==> config.mk <==
export PLATFORM = sky130hd
export DESIGN_NAME = regfile_wb_arbiter
export DESIGN_NICKNAME = d
export VERILOG_FILES = /design/src/rtl/regfile_wb_arbiter.sv
export SDC_FILE = /design/constraint.sdc
export NUM_CORES = 1
export LEC_CHECK = 0
export CORE_UTILIZATION = 60
export CTS_CLUSTER_SIZE = 25
export DETAILED_ROUTE_END_ITERATION = 10
export DONT_BUFFER_PORTS = 1
export MAX_ROUTING_LAYER = met4
export PLACE_DENSITY_LB_ADDON = 0.15
export SETUP_SLACK_MARGIN = 0.02
export SYNTH_ARGS = -nofsm -noshare
export SYNTH_HDL_FRONTEND = slang
export SYNTH_SLANG_ARGS = --single-unit
==> constraint.sdc <==
create_clock -name CLK -period 2.85 [get_ports CLK]
set_input_delay 0.4275 -clock CLK [delete_from_list [all_inputs] [get_ports CLK]]
set_output_delay 0.4275 -clock CLK [all_outputs]
set_load 0.1 [all_outputs]
==> src/rtl/regfile_wb_arbiter.sv <==
// -----------------------------------------------------------------------------
// regfile_wb_arbiter
//
// Purpose:
//   Shares the single register-file write port between two write-back
//   requesters (req0: ALU result, req1: memory load return). Requests are
//   arbitrated round-robin with valid/ready handshakes. The winner is latched
//   into the write port, so one write commits per cycle with a latency of one
//   cycle. A busy scoreboard records destination registers claimed at issue,
//   which lets decode stall on an outstanding write.
//
// Parameters:
//   REG_WIDTH  data width of a register
//   NUM_REGS   number of architectural registers
//   RD_WIDTH   register index width
//
// Ports:
//   CLK          in   clock; all state updates on the rising edge
//   RST          in   synchronous reset, active-high
//   req0_valid   in   requester 0 has a write pending
//   req0_rd      in   requester 0 destination index
//   req0_data    in   requester 0 write data
//   req0_ready   out  requester 0 granted this cycle (handshake = valid & ready)
//   req1_*            same as req0, for requester 1
//   claim_valid  in   issue stage marks claim_rd as pending
//   claim_rd     in   register being claimed
//   claim_ready  out  high when claim_rd is not busy; a claim is taken only then
//   wr_en        out  register file write enable
//   wr_rd        out  register file write index
//   wr_data      out  register file write data
//   busy         out  scoreboard, bit i = register i has an outstanding write
//
// Configuration:
//   WB_REG0_DROP_EN  when defined, register 0 is hard zero: handshakes with
//                    rd=0 complete but never raise wr_en, and claims of rd=0
//                    are accepted without marking busy[0].
// -----------------------------------------------------------------------------
module regfile_wb_arbiter #(
  parameter int REG_WIDTH = 32,
  parameter int NUM_REGS  = 32,
  parameter int RD_WIDTH  = 5
) (
  input  logic                 CLK,
  input  logic                 RST,
  input  logic                 req0_valid,
  input  logic [RD_WIDTH-1:0]  req0_rd,
  input  logic [REG_WIDTH-1:0] req0_data,
  output logic                 req0_ready,
  input  logic                 req1_valid,
  input  logic [RD_WIDTH-1:0]  req1_rd,
  input  logic [REG_WIDTH-1:0] req1_data,
  output logic                 req1_ready,
  input  logic                 claim_valid,
  input  logic [RD_WIDTH-1:0]  claim_rd,
  output logic                 claim_ready,
  output logic                 wr_en,
  output logic [RD_WIDTH-1:0]  wr_rd,
  output logic [REG_WIDTH-1:0] wr_data,
  output logic [NUM_REGS-1:0]  busy
);

  // Scoreboard bits that are allowed to become set.
`ifdef WB_REG0_DROP_EN
  localparam logic [NUM_REGS-1:0] TRACK_MASK = {{(NUM_REGS-1){1'b1}}, 1'b0};
`else
  localparam logic [NUM_REGS-1:0] TRACK_MASK = {NUM_REGS{1'b1}};
`endif

  // One-hot decode of a register index; indices >= NUM_REGS give an all-zero
  // mask, so out-of-range indices never touch the scoreboard.
  function automatic logic [NUM_REGS-1:0] decode_idx(input logic [RD_WIDTH-1:0] idx);
    logic [NUM_REGS-1:0] dec;
    dec = {NUM_REGS{1'b0}};
    for (int i = 0; i < NUM_REGS; i++) begin
      dec[i] = (idx == RD_WIDTH'(i));
    end
    return dec;
  endfunction

  // last_grant_r: 1'b1 = req1 won the most recent handshake, so req0 has
  // priority next time both are valid. Reset to 1'b1 so req0 wins first.
  logic                 last_grant_r;
  logic                 wr_en_r;
  logic [RD_WIDTH-1:0]  wr_rd_r;
  logic [REG_WIDTH-1:0] wr_data_r;
  logic [NUM_REGS-1:0]  busy_r;

  logic                 grant0_s;
  logic                 grant1_s;
  logic                 handshake_s;
  logic [RD_WIDTH-1:0]  win_rd_s;
  logic [REG_WIDTH-1:0] win_data_s;
  logic                 drop_s;
  logic                 claim_hit_s;
  logic                 claim_acc_s;
  logic [NUM_REGS-1:0]  busy_next_s;

  // Round-robin grant; nothing is granted while reset is asserted.
  always_comb begin
    grant0_s = 1'b0;
    grant1_s = 1'b0;
    if (RST) begin
      grant0_s = 1'b0;
      grant1_s = 1'b0;
    end else begin
      case ({req0_valid, req1_valid})
        2'b10: grant0_s = 1'b1;
        2'b01: grant1_s = 1'b1;
        2'b11: begin
          grant0_s = last_grant_r;
          grant1_s = ~last_grant_r;
        end
        default: begin
          grant0_s = 1'b0;
          grant1_s = 1'b0;
        end
      endcase
    end
  end

  assign req0_ready  = grant0_s;
  assign req1_ready  = grant1_s;
  assign handshake_s = (grant0_s & req0_valid) | (grant1_s & req1_valid);

  // Select the destination and data of the granted requester.
  always_comb begin
    win_rd_s   = req0_rd;
    win_data_s = req0_data;
    if (grant1_s) begin
      win_rd_s   = req1_rd;
      win_data_s = req1_data;
    end else begin
      win_rd_s   = req0_rd;
      win_data_s = req0_data;
    end
  end

  // A handshake to the hard-zero register still completes but never writes.
`ifdef WB_REG0_DROP_EN
  assign drop_s = (win_rd_s == {RD_WIDTH{1'b0}});
`else
  assign drop_s = 1'b0;
`endif

  // A claim is blocked only by a pending write to the same tracked register.
  assign claim_hit_s = |(decode_idx(claim_rd) & busy_r);
  assign claim_ready = ~RST & ~claim_hit_s;
  assign claim_acc_s = claim_valid & claim_ready;

  // Scoreboard next state: clear on commit first, then set on claim, so a
  // same-edge set and clear of one index leaves the bit set.
  always_comb begin
    busy_next_s = busy_r;
    if (wr_en_r) begin
      busy_next_s = busy_next_s & ~decode_idx(wr_rd_r);
    end else begin
      busy_next_s = busy_r;
    end
    if (claim_acc_s) begin
      busy_next_s = busy_next_s | (decode_idx(claim_rd) & TRACK_MASK);
    end else begin
      busy_next_s = busy_next_s;
    end
  end

  // Write-port latch, arbitration history and scoreboard state.
  always_ff @(posedge CLK) begin
    if (RST) begin
      last_grant_r <= 1'b1;
      wr_en_r      <= 1'b0;
      wr_rd_r      <= {RD_WIDTH{1'b0}};
      wr_data_r    <= {REG_WIDTH{1'b0}};
      busy_r       <= {NUM_REGS{1'b0}};
    end else begin
      if (handshake_s) begin
        last_grant_r <= grant1_s;
        wr_en_r      <= ~drop_s;
        wr_rd_r      <= win_rd_s;
        wr_data_r    <= win_data_s;
      end else begin
        wr_en_r      <= 1'b0;
      end
      busy_r <= busy_next_s;
    end
  end

  // A write still sitting in the latch when reset arrives is suppressed so the
  // register file never commits it; requesters re-present it afterwards.
  assign wr_en   = wr_en_r & ~RST;
  assign wr_rd   = wr_rd_r;
  assign wr_data = wr_data_r;
  assign busy    = busy_r;

endmodule
After elaboration in Yosys (flattened, before gate mapping)
Index checks and enable logic that the tools add are counted.

word-level totals
  register bits = 71
  latch bits = 0
  bits in writable memories = 0
  ROM bits = 0
  input bits = 84
  word-level logic and storage cells = 95
  memories kept = 0

operators by class
  add/sub/neg operators = 0
  multiply operators = 0
  div/mod/pow operators = 0
  magnitude comparators = 0
  eq/ne operators = 65
  shift operators = 0
  multiplexer cells = 9
  bitwise gates (word level) = 13
  reductions and logical operators = 3

operators with widths
  cell                                                                    count
  5-bit equality test (second input constant)                             32
  32-bit two-way mux                                                      3
  5-bit by 4-bit equality test with 1-bit output (second input constant)  16
  32-bit bitwise AND                                                      2
  5-bit by 3-bit equality test with 1-bit output (second input constant)  8
  32-bit inverter                                                         1
  32-bit OR                                                               1
  32-bit OR reduction                                                     1
  5-bit by 2-bit equality test with 1-bit output (second input constant)  4
  5-bit by 1-bit equality test with 1-bit output (second input constant)  2
  5-bit zero test                                                         2
  1-bit bitwise AND                                                       5
  5-bit two-way mux                                                       1
  2-bit equality test (second input constant)                             2
  1-bit one-hot mux with 2 select lines                                   2
  1-bit two-way mux                                                       3
  1-bit inverter                                                          3
  2-bit by 1-bit equality test with 1-bit output (second input constant)  1
  1-bit OR                                                                1

Longest topological paths before layout
Gate-level depths: netlist of the first run.

  depth in word-level cells = 7
  depth in mapped cells = 8

Worst setup path before layout of the first run
OpenSTA, ideal clock, no wires.

  path type = reg2out
  start point = reg busy_r[1], in the netlist busy[1]
  end point = out claim_ready
  data arrival time = 3.301 ns
  slack = -0.879 ns
  stages on the path, launching flop included = 6
  cell sequence = dfxtp_1 > and3b_1 > a32o_1 > nor3_2 > nand3_1 > nor4b_2

on the way
  longest elaborated chain between the ends = 4

RTL lines
  element                   line  text
  start: declaration        86    logic [NUM_REGS-1:0] busy_r;
  start signal: assignment  173   busy_r <= {NUM_REGS{1'b0}};
  start signal: assignment  183   busy_r <= busy_next_s;
  32-bit bitwise AND        146   assign claim_hit_s = |(decode_idx(claim_rd) & busy_r);
  32-bit OR reduction       146
  1-bit inverter            147   assign claim_ready = ~RST & ~claim_hit_s;
  1-bit bitwise AND         147
  end: declaration          55    output logic claim_ready,

No other way between the ends.

Worst setup path in the final report of the first run
  start point = reg busy_r[16], in the netlist busy[16]
  end point = out claim_ready

The elaborated chain is that of the path after synthesis.

==> impl_summary.log, run 1 <==
[metrics] clock-pin slew on the worst setup and hold paths: 70 ps
[metrics] remaining antenna violation count after routing: 0
[metrics] startpoint of the tightest hold check path: RST
[metrics] core area: 5680 µm²
[metrics] CP Data Required Time: 2420 ps
[metrics] Avg Vias per Cell: 7.00
[metrics] CTS HTree Levels: 3
[metrics] leakage power summed over all cells: 1.51 nW
[metrics] max cap viols: 0
[metrics] count of clock tree sinks: 71
[metrics] number of flops mapped to enable cells by yosys: 0
[metrics] combined area of all synthesized cells: 3620 µm²
[metrics] buffer levels on the longest clock path: 2
[metrics] relative slew slack: 32.9%
[metrics] Reg-to-Reg Start: busy[16]
[metrics] start point of the critical path: busy[16]
[metrics] crit path time final: roughly 2700 ps
[metrics] Net Count, Synth: 536
[metrics] setup tns final: 0 ps
[metrics] Buffers & Inverters on Critical Path: 1
[metrics] count of unresolved DRC violations after routing: 0
[metrics] sequential fraction of the synthesis area: 39.3%
[metrics] count of yosys warnings during synthesis: 0
[metrics] peak fanout along the critical path: 4
[metrics] worst slack on hold paths: 147 ps
[metrics] I/O pin cnt: 157
[metrics] half-perimeter wire length of the detailed placement result: 8440 µm
[metrics] layout cell share with drive strength beyond 1: 18.4%
[metrics] Final Cycle Share: a little over nine tenths
[metrics] dominant cells by area after synthesis: sky130_fd_sc_hd__dfxtp_1 (39%), sky130_fd_sc_hd__nand2_1 (11%), sky130_fd_sc_hd__a311oi_1 (8.9%)
[metrics] Startpoint Class: flop
[metrics] TritonCTS clock tree: yes
[metrics] via count of the routed design: 3743
[metrics] min-delay worst type: in2reg
[metrics] Post-CTS Hold Fix Bufs: 0
[metrics] most used flip-flop cell after synthesis: sky130_fd_sc_hd__dfxtp_1
[metrics] clk root buf: sky130_fd_sc_hd__clkbuf_8
[metrics] Slowest cell on crit path: sky130_fd_sc_hd__dfxtp_2
[metrics] ANT cells: 0
[metrics] Max Slew Vio Count: 0
[metrics] critical path class: reg2out
[metrics] area share of the largest cell type after synthesis: 39.3%
[metrics] nets: 543
[metrics] commonest non-fill, non-tap cell in the layout: sky130_fd_sc_hd__nand2_1
[metrics] Starting Density: between 60% and 70%
[metrics] largest net degree at the start of global routing: 52
[metrics] Post-synth ARST share: 0%
[metrics] measured slew at the worst slew-check pin: roughly 1000 ps
[metrics] first-pass GRT wire length: 17600 µm
[metrics] peak supply drop: 0.000481 V
[metrics] run status: finished clean
[metrics] clock network latency to the later pin of the worst-skew pair: about 350 ps
[metrics] vias in the first global route: 3474
[metrics] count of unique library cells instantiated by Yosys: 61
[metrics] arrival time at the worst endpoint: 2310 ps
[metrics] floorplan row count: 27
[metrics] # fillers: 461
[metrics] count of input and output buffers: 0
[metrics] floorplan die height: 79.7 µm
[metrics] total global routing overflow: 0
[metrics] unrepaired setup endpoints after global routing: false
[metrics] flip-flop and latch area: ~1400 µm²
[metrics] total setup violations reported at the end of the flow: 0
[metrics] Post-Syn Instances: 452
[metrics] ordered cell list for the critical path: nor3b_1, o211a_1, nor4_4, nor4b_4, buf_4
[metrics] peak per-stage delay on the critical path: 500 ps
[metrics] post-synthesis area per instance: 8.01 µm²
[metrics] routed len/inst: approximately 22 µm
[metrics] number of search-and-repair iterations in the first detailed-routing pass: 6
[metrics] Die Area: between 6000 and 7000 µm²
[metrics] clock buffers created by TritonCTS: 9
[metrics] final hold violation count: 0
[metrics] power per cell area: 613 nW/µm²
[metrics] area delta synth->final: 12.4%
[metrics] top cell family by delay on the critical path: simple AND/OR/NAND/NOR gates
[metrics] combined area of the multi-input logic cells: 2050 µm²
[metrics] Synth area leader: sky130_fd_sc_hd__dfxtp_1
[metrics] power after layout: between 2 and 2.5 mW
[metrics] die extent in x: 79.7 µm
[metrics] number of flip-flops and latches in the synthesized netlist: between 70 and 80
[metrics] GRT Overall Usage: 37.6%
[metrics] RePlAce Congestion: 0.948
[metrics] number of gates resized after CTS: 0
[metrics] upper clock frequency limit: around 370 MHz
[metrics] count of routing violations after the opening detailed-route iteration: 448
[metrics] Setup Skew: 13.0 ps
[metrics] Crit. End Element: primary output
[metrics] post-CTS setup-driven buffer insertion count: 0
[metrics] total length of routed wires: between 10000 and 15000 µm
[metrics] most used cells in the layout excluding fill and tap cells: sky130_fd_sc_hd__nand2_1 (104), sky130_fd_sc_hd__dfxtp_1 (54), sky130_fd_sc_hd__nor2_1 (44)
[metrics] initial antenna violation count: 0
==> kinds of logic after synthesis <==
group | count (synthesis) | share of synthesized area, %
buffers and inverters | 41 | 5.04
flip-flops | 71 | 39.3
AND/OR/NAND/NOR | 230 | 31.7
multiplexers | 1 | 0.276
AO/OA/AOI/OAI | 109 | 23.7
==> final timing paths <==
check                              endpoint  slack, ps  depth (start not counted)
worst max-delay path            claim_ready        110                          5
worst min register to register  wr_data[30]        500                          2
worst min-delay path            wr_data[20]        150                          1
worst max register to register      busy[6]        900                          5
==> flip-flops by register name, indices dropped and copies added (netlist names) <==
register,count
last_grant_r,1
wr_data,32
busy,32
wr_rd,5
wr_en_r,1
==> metrics by stage <==
stage | area [µm²] | worst slack, ps | util, % | cells
6_report | 4070 | 112 | 71.7 | 535
5_1_grt | 4070 | 33.9 | 71.7 | 535
2_1_floorplan | 3690 | 15.7 | - | 452
3_5_place_dp | 3870 | 467 | 68.3 | 520
4_1_cts | 4070 | 125 | 71.7 | 535
3_3_place_gp | 3870 | 457 | 68.3 | 520
==> layout make-up <==
| cell class | instances | share of cell area, % |
|---|---|---|
| clock buffers | 12 | 3.81 |
| clock inverters | 3 | 1.04 |
| inverters | 4 | 0.369 |
| multi-input cells | 340 | 50.4 |
| flip-flops and latches | 71 | 35.4 |
| well taps | 72 | 2.21 |
| repair buffers | 33 | 6.70 |
==> layer usage <==
layer  global-route usage [%]  share of wire (%)
met1                     44.0                 38
met2                     60.3                 47
met3                     8.23                 10
met4                     19.8                4.0
met5                        -                  0
==> where the power goes <==
group	switching, mW	leakage, nW	internal [mW]
sequential	0.302	0.590	1.04
combinational	0.244	0.824	0.0946
clock	0.368	0.0985	0.446
==> worst register-to-register path: cells and delay by family (launching register included) <==
family | cells | cell delay, ps
compound gates | 2 | 510
flops | 1 | 500
simple gates | 3 | 860
==> cell usage after synthesis (4+ instances only) <==
cell type                  instances
sky130_fd_sc_hd__a21oi_1           4
sky130_fd_sc_hd__a311oi_1         37
sky130_fd_sc_hd__buf_1             4
sky130_fd_sc_hd__buf_2            14
sky130_fd_sc_hd__clkbuf_1         17
sky130_fd_sc_hd__dfxtp_1          71
sky130_fd_sc_hd__nand2_1         104
sky130_fd_sc_hd__nand2b_1          8
sky130_fd_sc_hd__nand3_1          21
sky130_fd_sc_hd__nand4_1           5
sky130_fd_sc_hd__nand4b_1          5
sky130_fd_sc_hd__nor2_1           45
sky130_fd_sc_hd__nor2b_1           7
sky130_fd_sc_hd__nor3b_1           4
sky130_fd_sc_hd__o211ai_1         10
sky130_fd_sc_hd__o21ai_0           5
sky130_fd_sc_hd__o21ai_1          12
sky130_fd_sc_hd__o311ai_0          5
sky130_fd_sc_hd__o31ai_1          13
No activity file was read; power rests on OpenSTA's default activity.
==> run 2: changes to the inputs <==
- clock period: 2.85 -> 2.6 ns (I/O delays scaled with it)
==> run 2 against run 1 <==
Compared with the run above: cell count rose by 3.9%; via count rose by 1.4%; non-clock buffer count rose by 21; global-route usage fell by 0.46 points; sequential share of layout area fell by 1.1 points; register-to-register slack got worse by 140 ps; cell area rose by 3.5%; clock power fell by 7.4%; utilization rose by 2.5 points; sequential cell count did not move; wire length rose by 0.42%; critical path depth did not move.
==> impl_summary.log, run 2 (synthesized netlist as in run 1, its figures left out) <==
[metrics] run status: finished clean
[metrics] floorplan row count: 27 (unchanged)
[metrics] critical path class: reg2out
[metrics] total global routing overflow: 0 (unchanged)
[metrics] timing endpoint of the critical path: claim_ready
[metrics] commonest non-fill, non-tap cell in the layout: sky130_fd_sc_hd__nand2_1
[metrics] fraction of the core area covered by cells at the end of the flow: 74.2% (+2.5 points)
[metrics] area delta synth->final: 16.3%
[metrics] count of unresolved DRC violations after routing: 0 (unchanged)
[metrics] peak supply drop: 0.000457 V (-4.9%)
[metrics] least setup slack across all paths after layout: 166 ps (+54.7 ps)
[metrics] arrival time at the worst endpoint: 2040 ps (-270 ps)
[metrics] via count of the routed design: 3796 (+1.4%)
[metrics] remaining antenna violation count after routing: 0 (unchanged)
[metrics] most used cells in the layout excluding fill and tap cells: sky130_fd_sc_hd__nand2_1 (104), sky130_fd_sc_hd__buf_4 (51), sky130_fd_sc_hd__dfxtp_1 (50)
[metrics] nets: 564 (+3.9%)
[metrics] Reg-to-Reg Start: busy[25]
[metrics] placed cell areas: 4050 µm² (+4.5%)
[metrics] routed len/inst: 20.8 µm (-3.4%)
[metrics] count of clock tree sinks: 71 (unchanged)
[metrics] setup tns final: 0 ps (unchanged)
[metrics] min-delay worst type: in2reg
[metrics] worst slack on hold paths: 125 ps (-22.3 ps)
[metrics] Max Slew Vio Count: 0 (unchanged)
[metrics] initial antenna violation count: 0 (unchanged)
[metrics] flip-flop and latch area: 1450 µm² (+0.35%)
[metrics] post-CTS setup-driven buffer insertion count: 0 (unchanged)
[metrics] unrepaired setup endpoints after global routing: false
[metrics] measured slew at the worst slew-check pin: 993 ps (-11.0 ps)
[metrics] worst setup slack before clock tree synthesis: 373 ps (-94.1 ps)
[metrics] leakage power summed over all cells: 1.62 nW (+6.9%)
[metrics] Setup Skew: 8.59 ps (-4.44 ps)
[metrics] floorplan die height: 79.7 µm (unchanged)
[metrics] final hold violation count: 0 (unchanged)
[metrics] vias in the first global route: 3409 (-1.9%)
[metrics] I/O pin cnt: 157 (unchanged)
[metrics] total length of routed wires: 11600 µm (+0.42%)
[metrics] TritonCTS clock tree: yes
[metrics] power per cell area: 622 nW/µm² (+1.5%)
[metrics] combined area of the multi-input logic cells: 2050 µm² (unchanged)
[metrics] CTS HTree Levels: 3 (unchanged)
[metrics] post-route design area: 4210 µm² (+3.5%)
[metrics] Final Cycle Share: 93.6%
[metrics] clock-pin slew on the worst setup and hold paths: 70 ps (about the same)
[metrics] largest net degree at the start of global routing: 56 (+7.7%)
[metrics] ordered cell list for the critical path: a32o_2, nor3_4, nand3_2, nor4b_4, buf_12
[metrics] ANT cells: 0 (unchanged)
[metrics] number of search-and-repair iterations in the first detailed-routing pass: 6 (unchanged)
[metrics] CP Data Required Time: 2210 ps (-210 ps)
[metrics] R2R Path End: busy[0]
[metrics] half-perimeter wire length of the detailed placement result: 8550 µm (+1.3%)
[metrics] Slowest cell on crit path: sky130_fd_sc_hd__dfxtp_2
[metrics] Avg Vias per Cell: 6.83 (-2.4%)
[metrics] start point of the critical path: busy[25]
[metrics] buffer levels on the longest clock path: 2 (unchanged)
[metrics] max cap viols: 0 (unchanged)
[metrics] total setup violations reported at the end of the flow: 0 (unchanged)
[metrics] peak fanout along the critical path: 3 (-1)
[metrics] clock network latency to the later pin of the worst-skew pair: 340 ps (about the same)
[metrics] crit path time final: 2430 ps
[metrics] Crit. End Element: primary output
[metrics] # fillers: 433 (-6.1%)
[metrics] upper clock frequency limit: between 400 and 500 MHz
[metrics] dpl cells: 541 (+4.0%)
[metrics] count of routing violations after the opening detailed-route iteration: 373 (-17%)
[metrics] GRT Overall Usage: 37.2% (-0.46 points)
[metrics] clock buffers created by TritonCTS: 9 (unchanged)
[metrics] relative slew slack: 33.7% (+0.73 points)
[metrics] first-pass GRT wire length: 17400 µm (-0.86%)
[metrics] Startpoint Class: flop
[metrics] Reg2Reg Setup Slack: 760 ps (-140 ps)
[metrics] clk root buf: sky130_fd_sc_hd__clkbuf_8
[metrics] number of non-filler instances in the completed layout: 556 (+3.9%)
[metrics] die extent in x: 79.7 µm (unchanged)
[metrics] power after layout: 2.62 mW (+5.0%)
[metrics] cells on worst reg2reg path: 4 (-1)
[metrics] layout cell share with drive strength beyond 1: 22.7% (+4.4 points)
[metrics] count of input and output buffers: 0 (unchanged)
[metrics] Die Area: 6350 µm² (unchanged)
[metrics] Starting Density: 63.8% (unchanged)
[metrics] peak per-stage delay on the critical path: 510 ps (about the same)
[metrics] core area: 5680 µm² (unchanged)
[metrics] number of gates resized after CTS: 0 (unchanged)
[metrics] Post-CTS Hold Fix Bufs: 0 (unchanged)
[metrics] RePlAce Congestion: 0.992 (+4.6%)
==> run 2: changes by cell type in the layout (fill, tap and decap cells not counted) <==
cell and change:
sky130_fd_sc_hd__bufinv_16 -1, sky130_fd_sc_hd__clkbuf_8 -1, sky130_fd_sc_hd__dfxtp_1 -4, sky130_fd_sc_hd__dfxtp_2 +4
sky130_fd_sc_hd__buf_4 +20, sky130_fd_sc_hd__clkinv_2 +2, sky130_fd_sc_hd__buf_12 +1
==> run 2: power by group <==
group          switching [mW]  internal [mW]
logic                   0.369          0.122
registers               0.233           1.14
clock network           0.393          0.362
total                   0.995           1.63
==> run 2: final cells by class <==
cell class | instances | share of cell area [%]
Multi-Input combinational cell | 340 | 48.7
Tap cell | 72 | 2.14
Clock inverter | 4 | 0.535
Inverter | 4 | 0.356
Timing Repair Buffer | 54 | 10.5
Clock buffer | 11 | 3.36
Sequential cell | 71 | 34.4
==> run 2: worst min path at each step <==
stage | slack [ps] | endpoint | cells past startpoint | start
finish | 120 | wr_data[26] | 1 | RST
global route | 100 | wr_data[25] | 1 | RST
CTS | 100 | wr_data[17] | 1 | RST
detailed placement | 470 | wr_data[23] | 1 | RST
global placement | 470 | wr_data[25] | 1 | RST
floorplan | 470 | last_grant_r | 2 | last_grant_r
==> run 2: layer usage <==
layer	GRT usage (%)	wire length, µm	vias up
met5	-	0	-
met4	18.2	318	0
met3	8.91	1190	29
met2	58.9	5610	271
met1	44.2	4470	1769
li1	-	-	1727
==> run 2: worst max-delay path: cells and delay by family, from the launching register on <==
family	cells	cell delay, ps
AO/OA/AOI/OAI	1	360
AND/OR/NAND/NOR	3	620
flip-flops	1	510
buffers and inverters	1	210
